`src/rtl/div_pkg.sv`:
```
// ============================================================================
// Module      : div_pkg
// Description : Shared types and sizing helpers for the sequential divider.
// Revision    : 1.0 - initial release
// ============================================================================
`default_nettype none

package div_pkg;

  typedef enum logic [1:0] {
    IDLE = 2'd0,
    RUN  = 2'd1,
    DONE = 2'd2
  } div_state_t;

  localparam int c_MIN_WIDTH = 2;
  localparam int c_MAX_WIDTH = 16;

  // Counter has to hold the value WIDTH itself, hence the +1.
  function automatic int cnt_width(input int width);
    return $clog2(width + 1);
  endfunction

endpackage : div_pkg

`default_nettype wire

```
`src/rtl/div_step.sv`:
```
// ============================================================================
// Module      : div_step
// Description : One combinational restoring-division iteration (shift, trial
//               subtract, restore or keep).
// Revision    : 1.0 - initial release
// ============================================================================
`default_nettype none

module div_step #(
  parameter int WIDTH = 4
) (
  input  logic [WIDTH:0]   i_r,
  input  logic [WIDTH-1:0] i_q,
  input  logic [WIDTH-1:0] i_d,
  output logic [WIDTH:0]   o_r,
  output logic [WIDTH-1:0] o_q
);

  logic [WIDTH:0] w_shift;
  logic [WIDTH:0] w_trial;
  logic           w_unused_r_msb;

  // The partial remainder is always below the divisor, so its top bit is
  // zero and shifting it out loses nothing.
  assign w_unused_r_msb = i_r[WIDTH];
  assign w_shift        = {i_r[WIDTH-1:0], i_q[WIDTH-1]};
  assign w_trial        = w_shift - {1'b0, i_d};

  always_comb begin
    o_r = w_shift;
    o_q = {i_q[WIDTH-2:0], 1'b0};
    if (!w_trial[WIDTH]) begin
      o_r = w_trial;
      o_q = {i_q[WIDTH-2:0], 1'b1};
    end
  end

endmodule : div_step

`default_nettype wire

```
`src/rtl/seq_divider.sv`:
```
// ============================================================================
// Module      : seq_divider
// Description : Sequential unsigned restoring divider, one quotient bit per
//               clock, with start/busy/done handshake and divide-by-zero flag.
// Revision    : 1.0 - initial release
// ============================================================================
`default_nettype none

module seq_divider
  import div_pkg::*;
#(
  parameter int WIDTH = 4
) (
  input  logic             clk,
  input  logic             rst,
  input  logic             start,
  input  logic [WIDTH-1:0] dividend,
  input  logic [WIDTH-1:0] divisor,
  output logic             busy,
  output logic             done,
  output logic [WIDTH-1:0] quotient,
  output logic [WIDTH-1:0] remainder,
  output logic             div_by_zero
);

  localparam int c_CNT_W = cnt_width(WIDTH);

  div_state_t         r_state;
  logic [WIDTH-1:0]   r_d;
  logic [WIDTH-1:0]   r_q;
  logic [WIDTH:0]     r_r;
  logic [c_CNT_W-1:0] r_cnt;
  logic               r_dz_pend;
  logic               r_busy;
  logic               r_done;
  logic [WIDTH-1:0]   r_quotient;
  logic [WIDTH-1:0]   r_remainder;
  logic               r_div_by_zero;

  logic [WIDTH:0]     w_r_next;
  logic [WIDTH-1:0]   w_q_next;

  div_step #(
    .WIDTH (WIDTH)
  ) u_div_step (
    .i_r (r_r),
    .i_q (r_q),
    .i_d (r_d),
    .o_r (w_r_next),
    .o_q (w_q_next)
  );

  // Result outputs are published on the edge that leaves DONE, so done and
  // the values it qualifies appear together and stay put until the next one.
  always_ff @(posedge clk) begin
    if (rst) begin
      r_state       <= IDLE;
      r_d           <= '0;
      r_q           <= '0;
      r_r           <= '0;
      r_cnt         <= '0;
      r_dz_pend     <= 1'b0;
      r_busy        <= 1'b0;
      r_done        <= 1'b0;
      r_quotient    <= '0;
      r_remainder   <= '0;
      r_div_by_zero <= 1'b0;
    end else begin
      r_done <= 1'b0;
      case (r_state)
        IDLE: begin
          if (start) begin
            r_busy <= 1'b1;
            if (divisor != '0) begin
              r_d       <= divisor;
              r_q       <= dividend;
              r_r       <= '0;
              r_cnt     <= c_CNT_W'(WIDTH);
              r_dz_pend <= 1'b0;
              r_state   <= RUN;
            end else begin
              r_d       <= '0;
              r_q       <= '1;
              r_r       <= {1'b0, dividend};
              r_cnt     <= '0;
              r_dz_pend <= 1'b1;
              r_state   <= DONE;
            end
          end
        end

        RUN: begin
          r_q   <= w_q_next;
          r_r   <= w_r_next;
          r_cnt <= r_cnt - c_CNT_W'(1);
          if (r_cnt == c_CNT_W'(1)) begin
            r_state <= DONE;
          end
        end

        DONE: begin
          r_done        <= 1'b1;
          r_busy        <= 1'b0;
          r_quotient    <= r_q;
          r_remainder   <= r_r[WIDTH-1:0];
          r_div_by_zero <= r_dz_pend;
          r_state       <= IDLE;
        end

        default: begin
          r_busy  <= 1'b0;
          r_state <= IDLE;
        end
      endcase
    end
  end

  assign busy        = r_busy;
  assign done        = r_done;
  assign quotient    = r_quotient;
  assign remainder   = r_remainder;
  assign div_by_zero = r_div_by_zero;

endmodule : seq_divider

`default_nettype wire

```
`config.mk`:
```
export PLATFORM = sky130hd
export DESIGN_NAME = seq_divider
export DESIGN_NICKNAME = d
export VERILOG_FILES = /design/src/rtl/div_pkg.sv /design/src/rtl/div_step.sv /design/src/rtl/seq_divider.sv
export SDC_FILE = /design/constraint.sdc
export NUM_CORES = 1
export LEC_CHECK = 0
export BUFFER_PORTS_ARGS = -buffer_cell sky130_fd_sc_hd__buf_4
export CAP_MARGIN = 30
export CORE_MARGIN = 2
export CORE_UTILIZATION = 25
export CTS_CLUSTER_DIAMETER = 200
export DETAILED_ROUTE_END_ITERATION = 10
export SLEW_MARGIN = 15
export SYNTH_ARGS = -nofsm -noshare
export SYNTH_HDL_FRONTEND = slang
export SYNTH_SLANG_ARGS = --single-unit
export TNS_END_PERCENT = 10
```
`constraint.sdc`:
```
create_clock -name clk -period 1.9 [get_ports clk]
set_input_delay 0.285 -clock clk [delete_from_list [all_inputs] [get_ports clk]]
set_output_delay 0.285 -clock clk [all_outputs]
set_load 0.005 [all_outputs]
```
# Word level (Yosys, flattened, before mapping)
# Cells that the tools add are included.
# totals
regBits,29
in_bits,11
# classes
n_addsub,2
eq_ne,5
mux,20
bitwise_logic,1
reduce_logical,7
# op_table
cell,n
$mux 4,6
$pmux 4 s2,2
$reduce_and 2->1,4
$mux 2,3
$mux 3,2
$pmux 3 s2,1
$sub 5x4->5,1
$mux 1,4
$ne 2x2->1 const B,2
$pmux 2 s2,1
$reduce_bool 4->1,1
$eq 3x1->1 const B,1
$sub 3x1->3 const B,1
$eq 2x1->1 const B,1
$eq 2x2->1 const B,1
$logic_not 2->1,1
$pmux 1 s2,1
$reduce_bool 2->1,1
$not 1->1,1

# Depth between registers and ports, before layout
# Gate-level depths: netlist of run 1.
# logic_depth
ltp_word,4
depth_mapped,9

# Hierarchy
# A second synthesis of run 1 with hierarchy kept.
# hier_totals
cells_unflattened,172
hier_area_um2,1491.4
# by_module_without_submodules
mod,instances,cells_each,area_per_inst_um2
seq_divider,1,141,1241.2
div_step,1,31,250.2

# Worst setup path after synthesis of run 1
# OpenSTA, ideal clock, no wires.
# synth_path
kind,register to register
startpoint,register r_q[3]
endpoint,register r_r[2]
arrival_ns,1.867
t_required_ns,1.809
slack_ns,-0.058
stages_incl_launch_ff,10
n_path_buf,0
synth_period_minus_slack_ns,1.958
cell_sequence,dfxtp_1 -> inv_1 -> ha_1 -> inv_2 -> fa_1 -> a21o_1 -> a21oi_4 -> xnor2_1 -> nor3_1 -> a311oi_1
# synth_via
elab_chain_cells,3
# synth_rtl
item,line,text
from (decl),seq_divider.sv:30,logic [WIDTH-1:0] r_q;
from (signal assigned),seq_divider.sv:76,r_q <= dividend;
from (signal assigned),seq_divider.sv:93,r_q <= w_q_next;
$sub 5x4->5,div_step.sv:27,"assign w_trial = w_shift - {1'b0, i_d};"
$mux 4,div_step.sv:32,if (!w_trial[WIDTH]) begin
$pmux 4 s2,seq_divider.sv:70,case (r_state)
to (signal assigned),seq_divider.sv:84,"r_r <= {1'b0, dividend};"
to (signal assigned),seq_divider.sv:94,r_r <= w_r_next;
to (decl),seq_divider.sv:31,logic [WIDTH:0] r_r;
# No other way between the ends.
# A chain may end at the register's enable or synchronous reset.

# Final worst setup path of run 1
# layout_path
startpoint,register r_q[3]
endpoint,register r_r[1]
# The elaborated chain is that of the path after synthesis.

==> qor.csv, run 1 <==
stage,metric,value,unit
synth,Synth Net Count,193,
layout,number of diodes,0,
critical_path,CP Max Fanout,4,
timing,total negative slack,0,ns
global_routing,first-pass GRT wire length,5620,um
die,core footprint,5540,um^2
timing,setup slack after layout,0.0141,ns
layout,Filler Cell Count,617,
pwr,PD cells,854,nW/um^2
synth,Ys Warns,0,
die,row cnt,27,
route,Vias,1279,
synth,synth unique cells,38,
timing,final worst path period need,1.89,ns
global_routing,grt ovf,0,
timing,# setup viols final,0,
die,starting density of the core,26.0,%
clock_tree,H-tree depth,2,
layout,share of layout cells above drive strength 1,23.9,%
layout,P&R area growth vs syn,24.8,%
timing,Final Cycle Share,99.3,%
global_routing,antenna violations before repair,0,
clock_tree,Hold Buf Count CTS,0,
clock_tree,CTS tree,yes,
clock_tree,Root Driver,clkbuf_8,
route,post-route antenna net violation count,0,
critical_path,CP required,2.09,ns
pwr,sequential share of power,44.9,%
critical_path,worst setup path startpoint,r_q[3],
critical_path,critical path capture point type,flop,
pwr,Comb pwr share,23.9,%
route,final wirelength,3330,um
pwr,NetSw,456,uW
layout,Nets,222,
clock_tree,clock latency at the later pin of the worst-skew pair,0.28,ns
synth,Avg Inst Size Synth,8.23,um^2
pwr,Int Power,1.08,mW
synth,Syn Std Cell Area,1440,um^2
route,drt first-iter violations,66,
global_routing,pin count of the biggest net entering global routing,30,
layout,end-of-flow core utilization,32.4,%
pwr,Static Leak,0.690,nW
global_routing,Total GRT Usage,11.5,%
route,drt pass-1 iters,4,
timing,final hold violation count,0,
critical_path,worst reg2reg path startpoint,r_q[3],
placed_design,hpwl dp,2390,um
route,wire length per cell,12.0,um
timing,worst slew pin tran,0.411,ns
synth,Yosys reg bits,29,
synth,Post-Syn Instances,175,
clock_tree,Max clock buf depth,2,
placed_design,RePlAce Congestion,0.815,
global_routing,number of global-route vias before repair,1197,
placed_design,post-place setup slack,-0.0208,ns
timing,Slew Limit Fails,0,
route,vias per cell,4.62,
min_path,Worst Hold Class,in -> reg,
synth,Synth top area share,40.3,%
run_status,status,"finished, final reports clean",
clock_tree,Clock Sink Count,29,
flow_run,# Max-Cap Violations,0,
layout,Reg area,582,um^2
pwr,Clk pwr share,31.1,%
synth,Yosys top cell by area,dfxtp_1,
critical_path,Worst Path Arrival,2.08,ns
die,# IOs,22,
clock_tree,Clock transition at path regs,0.06,ns
layout,Multi-input gate area,771,um^2
timing,FMAX,530,MHz
placed_design,Buffers on Ports,21,
pwr,Sw Share,29.7,%
timing,Clock Skew,0.00464,ns
route,Residual DRC,0,
timing,Slew HR,72.6,%
timing,RSZ-0062 raised after global routing,true,
critical_path,critical path class,reg -> reg,
critical_path,CP startpoint kind,flop,
die,Chip Height,79.9,um
die,die width,79.9,um
min_path,hold_sp,divisor[2],
die,die area,6380,um^2
synth,sequential share of the synthesized area,40.3,%
clock_tree,CTS Buf Count,5,
synth,most area-consuming cells after synthesis,"dfxtp_1, nand2_1, a21oi_1, ha_1, a311oi_1",
pwr,maximum vdd drop,0.000261,V
## worst max-delay path, stage by stage, from the launching register on
cell,delay [ns]
dfxtp_1,0.31
inv_1,0.05
ha_1,0.14
inv_2,0.04
fa_2,0.33
a21o_1,0.19
a21oi_4,0.21
mux2_4,0.20
nand3_2,0.06
a311oi_1,0.26
## synth_stat cells
cell,instances
nand2_1,39
dfxtp_1,29
a21oi_1,25
nor2_1,13
inv_1,8
a311oi_1,6
ha_1,6
buf_2,4
nand2b_1,4
nand3_1,4
a31oi_1,3
a211oi_1,2
a21o_1,2
buf_1,2
clkbuf_1,2
nor3_1,2
o21ai_0,2
xnor2_1,2
a21oi_4,1
buf_12,1
buf_8,1
fa_1,1
inv_2,1
mux2_4,1
nand3_2,1
nor2_2,1
nor2b_1,1
nor2b_2,1
nor3b_2,1
nor4_1,1
nor4_4,1
o2111ai_1,1
o21ai_1,1
o221ai_1,1
o31ai_1,1
or3_1,1
or3b_1,1
xor2_1,1
## through the flow
step	power (mW)	std cells	hold slack, ns	area [um^2]
5_1_grt	1.64	277	0.269	1800
2_1_floorplan	0.962	175	0.421	1450
4_1_cts	1.55	277	0.268	1790
3_3_place_gp	1.06	269	0.444	1710
6_report	1.53	277	0.274	1800
3_5_place_dp	1.06	269	0.449	1710
## registers in the layout, summed over array words and instances, names as in the netlist
signal       cells
r_q              4
r_dz_pend        1
done             1
busy             1
remainder        4
r_d              4
r_cnt            3
r_state          2
quotient         4
div_by_zero      1
r_r              4
## layout make-up
cell class / instances / area share (%)
Clock buffer: 8 / 4.46
Inverter: 9 / 1.88
Multi-Input combinational cell: 127 / 42.9
Sequential cell: 29 / 32.4
Tap cell: 72 / 5.01
Timing Repair Buffer: 32 / 13.4
## power by group through the flow
| stage | combinational, mW | sequential, mW | clock [mW] |
|---|---|---|---|
| finish | 0.367 | 0.690 | 0.478 |
| global placement | 0.358 | 0.702 | 0 |
| floorplan | 0.270 | 0.692 | 0 |
| CTS | 0.365 | 0.689 | 0.493 |
| detailed placement | 0.360 | 0.702 | 0 |
| global route | 0.412 | 0.698 | 0.526 |
## cells by family after synthesis
logic type	Yosys count	synth area share, %
adders and majority gates	7	6.60
buffers and inverters	19	7.21
DFF	29	40.3
xor gates and xnor gates	3	1.82
and+or+nand+nor	71	23.4
muxes	1	1.04
AOI/OAI and AO/OA	45	19.6
## path summary, 6_finish.rpt
| path | slack [ns] | endpoint | cells past startpoint |
|---|---|---|---|
| hold reg to reg | 0.45 | quotient[0] | 2 |
| setup / recovery | 0.01 | r_r[1] | 9 |
| setup reg to reg | 0.01 | r_r[1] | 9 |
| hold / removal | 0.27 | r_d[2] | 3 |
## routing by layer
metal / wire [um] / vias up / track usage (%)
li1: - / 659 / -
met1: 1640 / 588 / 14.7
met2: 1480 / 25 / 17.2
met3: 156 / 7 / 3.85
met4: 55 / 0 / 5.42
met5: 0 / - / 0
## cell usage in the layout (no fill, tap or decap), types with 2 or more instances in the layout
cell type | Yosys | routed
nand3_1 | 4 | 4
a311oi_1 | 6 | 6
o21ai_0 | 2 | 2
buf_4 | 0 | 32
clkbuf_8 | 0 | 5
clkbuf_1 | 2 | 3
ha_1 | 6 | 6
a21o_1 | 2 | 2
nand2b_1 | 4 | 4
nor3_1 | 2 | 2
nand2_1 | 39 | 39
a21oi_1 | 25 | 25
nor2_1 | 13 | 13
inv_1 | 8 | 8
dfxtp_1 | 29 | 28
a31oi_1 | 3 | 3
## repair_timing
action | CTS | global route
setup endpoints to repair | 2 | 4
setup buffers | 0 | 0
hold endpoints to repair | 0 | 0
pin swaps | 4 | 4
resized for setup | 1 | 1
No activity file was read; power rests on OpenSTA's default activity.
==> run 2: changes to the inputs <==
--- a/config.mk
+++ b/config.mk
@@ -5,6 +5,7 @@
 export SDC_FILE = /design/constraint.sdc
 export NUM_CORES = 1
 export LEC_CHECK = 0
+export ABC_AREA = 1
 export BUFFER_PORTS_ARGS = -buffer_cell sky130_fd_sc_hd__buf_4
 export CAP_MARGIN = 30
 export CORE_MARGIN = 2
==> run 2 against run 1 <==
  * Clock power is 3% higher
  * Worst setup slack better by 0.12 ns
  * First-iteration DRC count is 41% higher
  * Die area is 1.7% lower
  * Maximum frequency is 6.8% higher
  * Total power is 17% higher
  * Final cell count stayed put
  * Via count is 3.4% lower
  * Sequential power is 6.8% higher
  * Critical path depth is 3 higher
  * Clock skew is 0.0028 ns lower
  * Critical endpoint is now r_r[3]
  * Highest routed layer unchanged
==> qor.csv, run 2 <==
stage,metric,value,unit
pwr,maximum vdd drop,0.000442,V
synth,Syn Std Cell Area,1410,um^2
clock_tree,CTS tree,yes,
placed_design,hpwl dp,2340,um
critical_path,crit path cell chain,"inv_1, ha_1, inv_1, fa_2, nand2_1, nand2_1, nand3_2, nand2_2, nor2_1, nor2_1, nor2_1, nor2_1",
layout,share of layout cells above drive strength 1,20.0,%
synth,synth unique cells,29,
pwr,PD cells,1040,nW/um^2
critical_path,CP Max Fanout,5,
die,# IOs,22,
synth,"Async S/R FF share, synth",0,%
synth,Synth top area share,41.1,%
timing,final hold slack,0.213,ns
timing,final hold violation count,0,
critical_path,worst reg2reg path startpoint,r_q[3],
route,drt first-iter violations,93,
critical_path,Worst Path Arrival,1.95,ns
critical_path,critical path capture point type,flop,
timing,# setup viols final,0,
layout,fin area,1720,um^2
timing,Slew Limit Fails,0,
clock_tree,CTS Buf Count,5,
layout,Filler Cell Count,605,
critical_path,max incr delay on CP,0.36,ns
layout,most frequent cells in the layout,"dfxtp_1, a21oi_1, nor2_1",
run_status,status,"finished, final reports clean",
timing,final worst path period need,1.77,ns
synth,sequential share of the synthesized area,41.1,%
route,Residual DRC,0,
global_routing,antenna violations before repair,0,
timing,total negative slack,0,ns
layout,number of diodes,0,
synth,Avg Inst Size Synth,7.85,um^2
die,die width,79.2,um
timing,Clock Skew,0.00183,ns
placed_design,post-place setup slack,0.0659,ns
clock_tree,Clock Sink Count,29,
die,core footprint,5470,um^2
synth,Yosys reg bits,29,
timing,Slew HR,73.1,%
synth,commonest cells in the netlist,"dfxtp_1, a21oi_1, nor2_1",
min_path,Worst Hold Class,in -> reg,
critical_path,worst setup path startpoint,r_q[3],
route,final wirelength,3290,um
route,Vias,1236,
timing,FMAX,566,MHz
critical_path,CP startpoint kind,flop,
die,Chip Height,79.2,um
critical_path,critical path class,reg -> reg,
die,die area,6270,um^2
clock_tree,Clock transition at path regs,0.06,ns
flow_run,# Max-Cap Violations,0,
route,vias per cell,4.46,
layout,P&R area growth vs syn,21.3,%
pwr,Static Leak,0.744,nW
timing,setup slack after layout,0.134,ns
placed_design,Area after DPL,1630,um^2
synth,Post-Syn Instances,180,
clock_tree,H-tree depth,2,
critical_path,most frequent CP cell,nor2_1,
timing,RSZ-0062 raised after global routing,false,
route,drt pass-1 iters,4,
clock_tree,Root Driver,clkbuf_8,
layout,Nets,222,
global_routing,grt ovf,0,
critical_path,CP max stage cell,fa_2,
global_routing,pin count of the biggest net entering global routing,17,
global_routing,Total GRT Usage,11.1,%
synth,Synth Net Count,198,
timing,worst slew pin tran,0.404,ns
synth,most area-consuming cells after synthesis,"dfxtp_1, a21oi_1, o21ai_0, nor2_1, ha_1",
route,wire length per cell,11.9,um
synth,most frequent cell after synthesis,dfxtp_1,
clock_tree,Max clock buf depth,2,
die,row cnt,27,
pwr,Power Total,1.79,mW
synth,Post-synth EDFFs,0,
synth,Ys Warns,0,
synth,dominant synthesized flop cell,dfxtp_1,
global_routing,first-pass GRT wire length,5330,um
synth,Yosys top cell by area,dfxtp_1,
placed_design,RePlAce Congestion,0.875,
critical_path,CP required,2.08,ns
global_routing,number of global-route vias before repair,1133,
clock_tree,clock latency at the later pin of the worst-skew pair,0.29,ns
die,starting density of the core,25.8,%
placed_design,Buffers on Ports,21,
route,post-route antenna net violation count,0,
min_path,hold_sp,rst,
layout,"commonest non-fill, non-tap cell in the layout",dfxtp_1,
timing,Final Cycle Share,92.9,%
run 2: cell types whose count changed in the layout (fill, tap and decap cells not counted), moves of 6 or more:
cell      before  now
a311oi_1       6    0
buf_4         32   22
inv_1          8   18
nand2_1       39   16
nand3_1        4   12
nor2_1        13   23
o21ai_0        2   18
o21ai_1        1    7
run 2: where the power goes:
| group | leakage (nW) | internal, mW | total (mW) | switching, mW |
|---|---|---|---|---|
| Sequential | 0.238 | 0.684 | 0.737 | 0.0530 |
| Combinational | 0.466 | 0.217 | 0.559 | 0.342 |
| Clock | 0.0395 | 0.260 | 0.494 | 0.234 |
run 2: worst paths after layout:
check,to,slack [ns],cells past startpoint
setup reg to reg,r_r[3],0.13,12
setup / recovery,r_r[3],0.13,12
hold / removal,busy,0.21,2
hold reg to reg,busy,0.46,2
run 2: stage by stage:
step	std cells	utilization, %
finish	277	31.3
CTS	277	31.2
global route	277	31.3
global placement	269	29.7
detailed placement	269	29.7
floorplan	180	-
run 2: layout make-up:
class / count / area [um^2] / area share [%]
multi-input combinational: 123 / 711 / 41.4
tap: 72 / 90.1 / 5.25
inverter: 23 / 88.8 / 5.18
timing repair buffer: 22 / 165 / 9.63
clock buffer: 8 / 80.1 / 4.67
sequential: 29 / 581 / 33.8
run 2: worst max-delay path, delay by kind of cell (launching register included):
| kind | cells | cell delay (ns) |
|---|---|---|
| DFF | 1 | 0.30 |
| adders and majority gates | 2 | 0.51 |
| and+or+nand+nor | 8 | 0.70 |
| buffers and inverters | 2 | 0.16 |
run 2: cells by family after synthesis:
group / share of synthesized area, %
flip-flops: 41.1
AND/OR/NAND/NOR: 22.9
AO/OA/AOI/OAI: 18.8
XOR/XNOR: 1.24
buffers and inverters: 9.20
adder cells (fa/ha/maj): 6.73
run 2: repair_timing:
action,in CTS,in global routing
gates resized for setup,0,2
hold buffers,0,0
setup endpoints to repair,0,3
setup buffers,0,0
run 2: layer usage:
| layer | part of all wire [%] | GRT usage (%) | vias to the layer above |
|---|---|---|---|
| met5 | 0 | 0 | - |
| met4 | 1.8 | 3.10 | 0 |
| met3 | 6.5 | 4.89 | 8 |
| met2 | 40 | 14.7 | 29 |
| met1 | 51 | 16.0 | 555 |
| li1 | - | - | 644 |
==> run 3: changes to the inputs <==
==> constraint.sdc (replaced) <==
create_clock -name clk -period 2.3 [get_ports clk]
set_input_delay 0.345 -clock clk [delete_from_list [all_inputs] [get_ports clk]]
set_output_delay 0.345 -clock clk [all_outputs]
set_load 0.005 [all_outputs]
==> run 3 against run 2 <==
  * Global-route usage down 0.31 points
  * Combinational power down 20%
  * Worst setup slack better by 0.35 ns
  * Register-to-register slack better by 0.35 ns
  * Clock skew up 0.0021 ns
  * Sequential share of layout area up 0.17 points
  * Non-clock buffer count down 1
  * Design area down 0.51%
  * Critical endpoint unchanged
  * Highest routed layer unchanged
==> qor.csv, run 3 (synthesis gave the netlist of run 2 again) <==
stage,metric,value,unit
run_status,status,"finished, final reports clean",
clock_tree,Hold Buf Count CTS,0,
global_routing,met2 GRT Util,13.2,%
critical_path,critical path class,reg -> reg,
min_path,hold_sp,rst,
layout,most frequent cells in the layout,"dfxtp_1, a21oi_1, nor2_1",
layout,Nets,221,
global_routing,number of global-route vias before repair,1070,
global_routing,first-pass GRT wire length,5190,um
timing,RSZ-0062 raised after global routing,false,
clock_tree,Root Driver,clkbuf_8,
timing,Final Cycle Share,78.7,%
clock_tree,CTS tree,yes,
layout,P&R area growth vs syn,20.7,%
timing,Clock Skew,0.00391,ns
clock_tree,CTS Buf Count,5,
layout,Filler Cell Count,596,
clock_tree,"Gates resized, CTS repair",0,
route,wire length per cell,11.5,um
layout,"commonest non-fill, non-tap cell in the layout",dfxtp_1,
clock_tree,clock latency at the later pin of the worst-skew pair,0.28,ns
route,Residual DRC,0,
global_routing,pin count of the biggest net entering global routing,25,
route,drt pass-1 iters,4,
die,row cnt,27,
route,post-route antenna net violation count,0,
global_routing,grt ovf,0,
timing,FMAX,552,MHz
die,starting density of the core,25.8,%
die,die width,79.2,um
die,core footprint,5470,um^2
global_routing,antenna violations before repair,0,
min_path,Worst Hold Path EP,r_state[0],
timing,worst slew pin tran,0.598,ns
pwr,Static Leak,0.744,nW
global_routing,Top Usage Layer GRT,met1,
critical_path,Critical R2R Capture,r_r[3],
critical_path,worst reg2reg path startpoint,r_q[3],
global_routing,grt met3 use,3.41,%
placed_design,hpwl dp,2280,um
critical_path,critical path capture point type,flop,
clock_tree,Clock transition at path regs,0.06,ns
layout,Final Non-Filler Cells,275,
timing,total negative slack,0,ns
critical_path,Worst Path Arrival,1.99,ns
die,# IOs,22,
route,vias per cell,4.43,
clock_tree,Clock Sink Count,29,
global_routing,met1 GRT Util,16.1,%
min_path,worst hold stages,2,
layout,Reg area,581,um^2
layout,number of diodes,0,
layout,share of layout cells above drive strength 1,19.2,%
placed_design,Buffers on Ports,21,
timing,setup slack after layout,0.489,ns
clock_tree,H-tree depth,2,
layout,fin area,1710,um^2
critical_path,CP startpoint kind,flop,
critical_path,R2R setup slack,0.49,ns
clock_tree,Max clock buf depth,2,
route,Vias,1219,
min_path,Worst Hold Class,in -> reg,
timing,Slew Limit Fails,0,
placed_design,post-place setup slack,0.493,ns
timing,# setup viols final,0,
critical_path,CP required,2.47,ns
timing,Slew HR,60.1,%
clock_tree,Post-CTS Repair Setup Buffers,0,
critical_path,R2R depth,12,
placed_design,RePlAce Congestion,0.875,
critical_path,CP Max Fanout,5,
flow_run,# Max-Cap Violations,0,
pwr,maximum vdd drop,0.000391,V
global_routing,Total GRT Usage,10.8,%
route,final wirelength,3150,um
placed_design,Area after DPL,1620,um^2
die,die area,6270,um^2
timing,final hold violation count,0,
die,Chip Height,79.2,um
placed_design,dpl cells,268,
layout,Multi-input gate area,703,um^2
timing,final worst path period need,1.81,ns
pwr,PD cells,864,nW/um^2
route,drt first-iter violations,72,
## run 3: critical path, stage by stage (launching register included)
cell and delay, ns:
dfxtp_1 0.31, inv_1 0.09, ha_1 0.15, inv_1 0.05, fa_1 0.41, nand2_1 0.08
nand2_1 0.07, nand3_1 0.15, nand2_2 0.11, nor2_1 0.11, nor2_1 0.05, nor2_1 0.08
nor2_1 0.04
## run 3: final cells by class
cell class,instances,area share (%)
multi-input combinational,123,41.2
sequential,29,34.0
timing repair buffer,21,9.24
tap,72,5.28
inverter,23,5.21
clock buffer,7,5.06
## run 3: metrics by stage
stage / hold slack (ns) / power, mW / utilization [%]
after floorplan: 0.414 / 0.965 / -
after global placement: 0.449 / 1.06 / 29.6
after detailed placement: 0.452 / 1.06 / 29.6
after CTS: 0.278 / 1.49 / 31.2
after global routing: 0.274 / 1.58 / 31.2
final: 0.277 / 1.48 / 31.2
## run 3: worst max-delay path by stage
stage | from | slack, ns | endpoint
2_1_floorplan | r_q[3] | 0.64 | r_r[3]
3_3_place_gp | r_q[3] | 0.55 | r_r[3]
3_5_place_dp | r_q[3] | 0.49 | r_r[3]
5_1_grt | r_q[3] | 0.34 | r_r[3]
4_1_cts | r_q[3] | 0.49 | r_r[3]
6_report | r_q[3] | 0.49 | r_r[3]
## run 3: per-layer routing
metal | vias to the layer above | part of all wire (%)
li1 | 641 | -
met5 | - | 0
met2 | 33 | 40
met1 | 541 | 53
met3 | 4 | 6.0
met4 | 0 | 1.7
## run 3: report_power, final
part / total, mW / internal, mW / switching [mW]
sequential: 0.608 / 0.565 / 0.0431
combinational: 0.447 / 0.175 / 0.272
clock: 0.420 / 0.237 / 0.183
total: 1.48 / 0.977 / 0.498
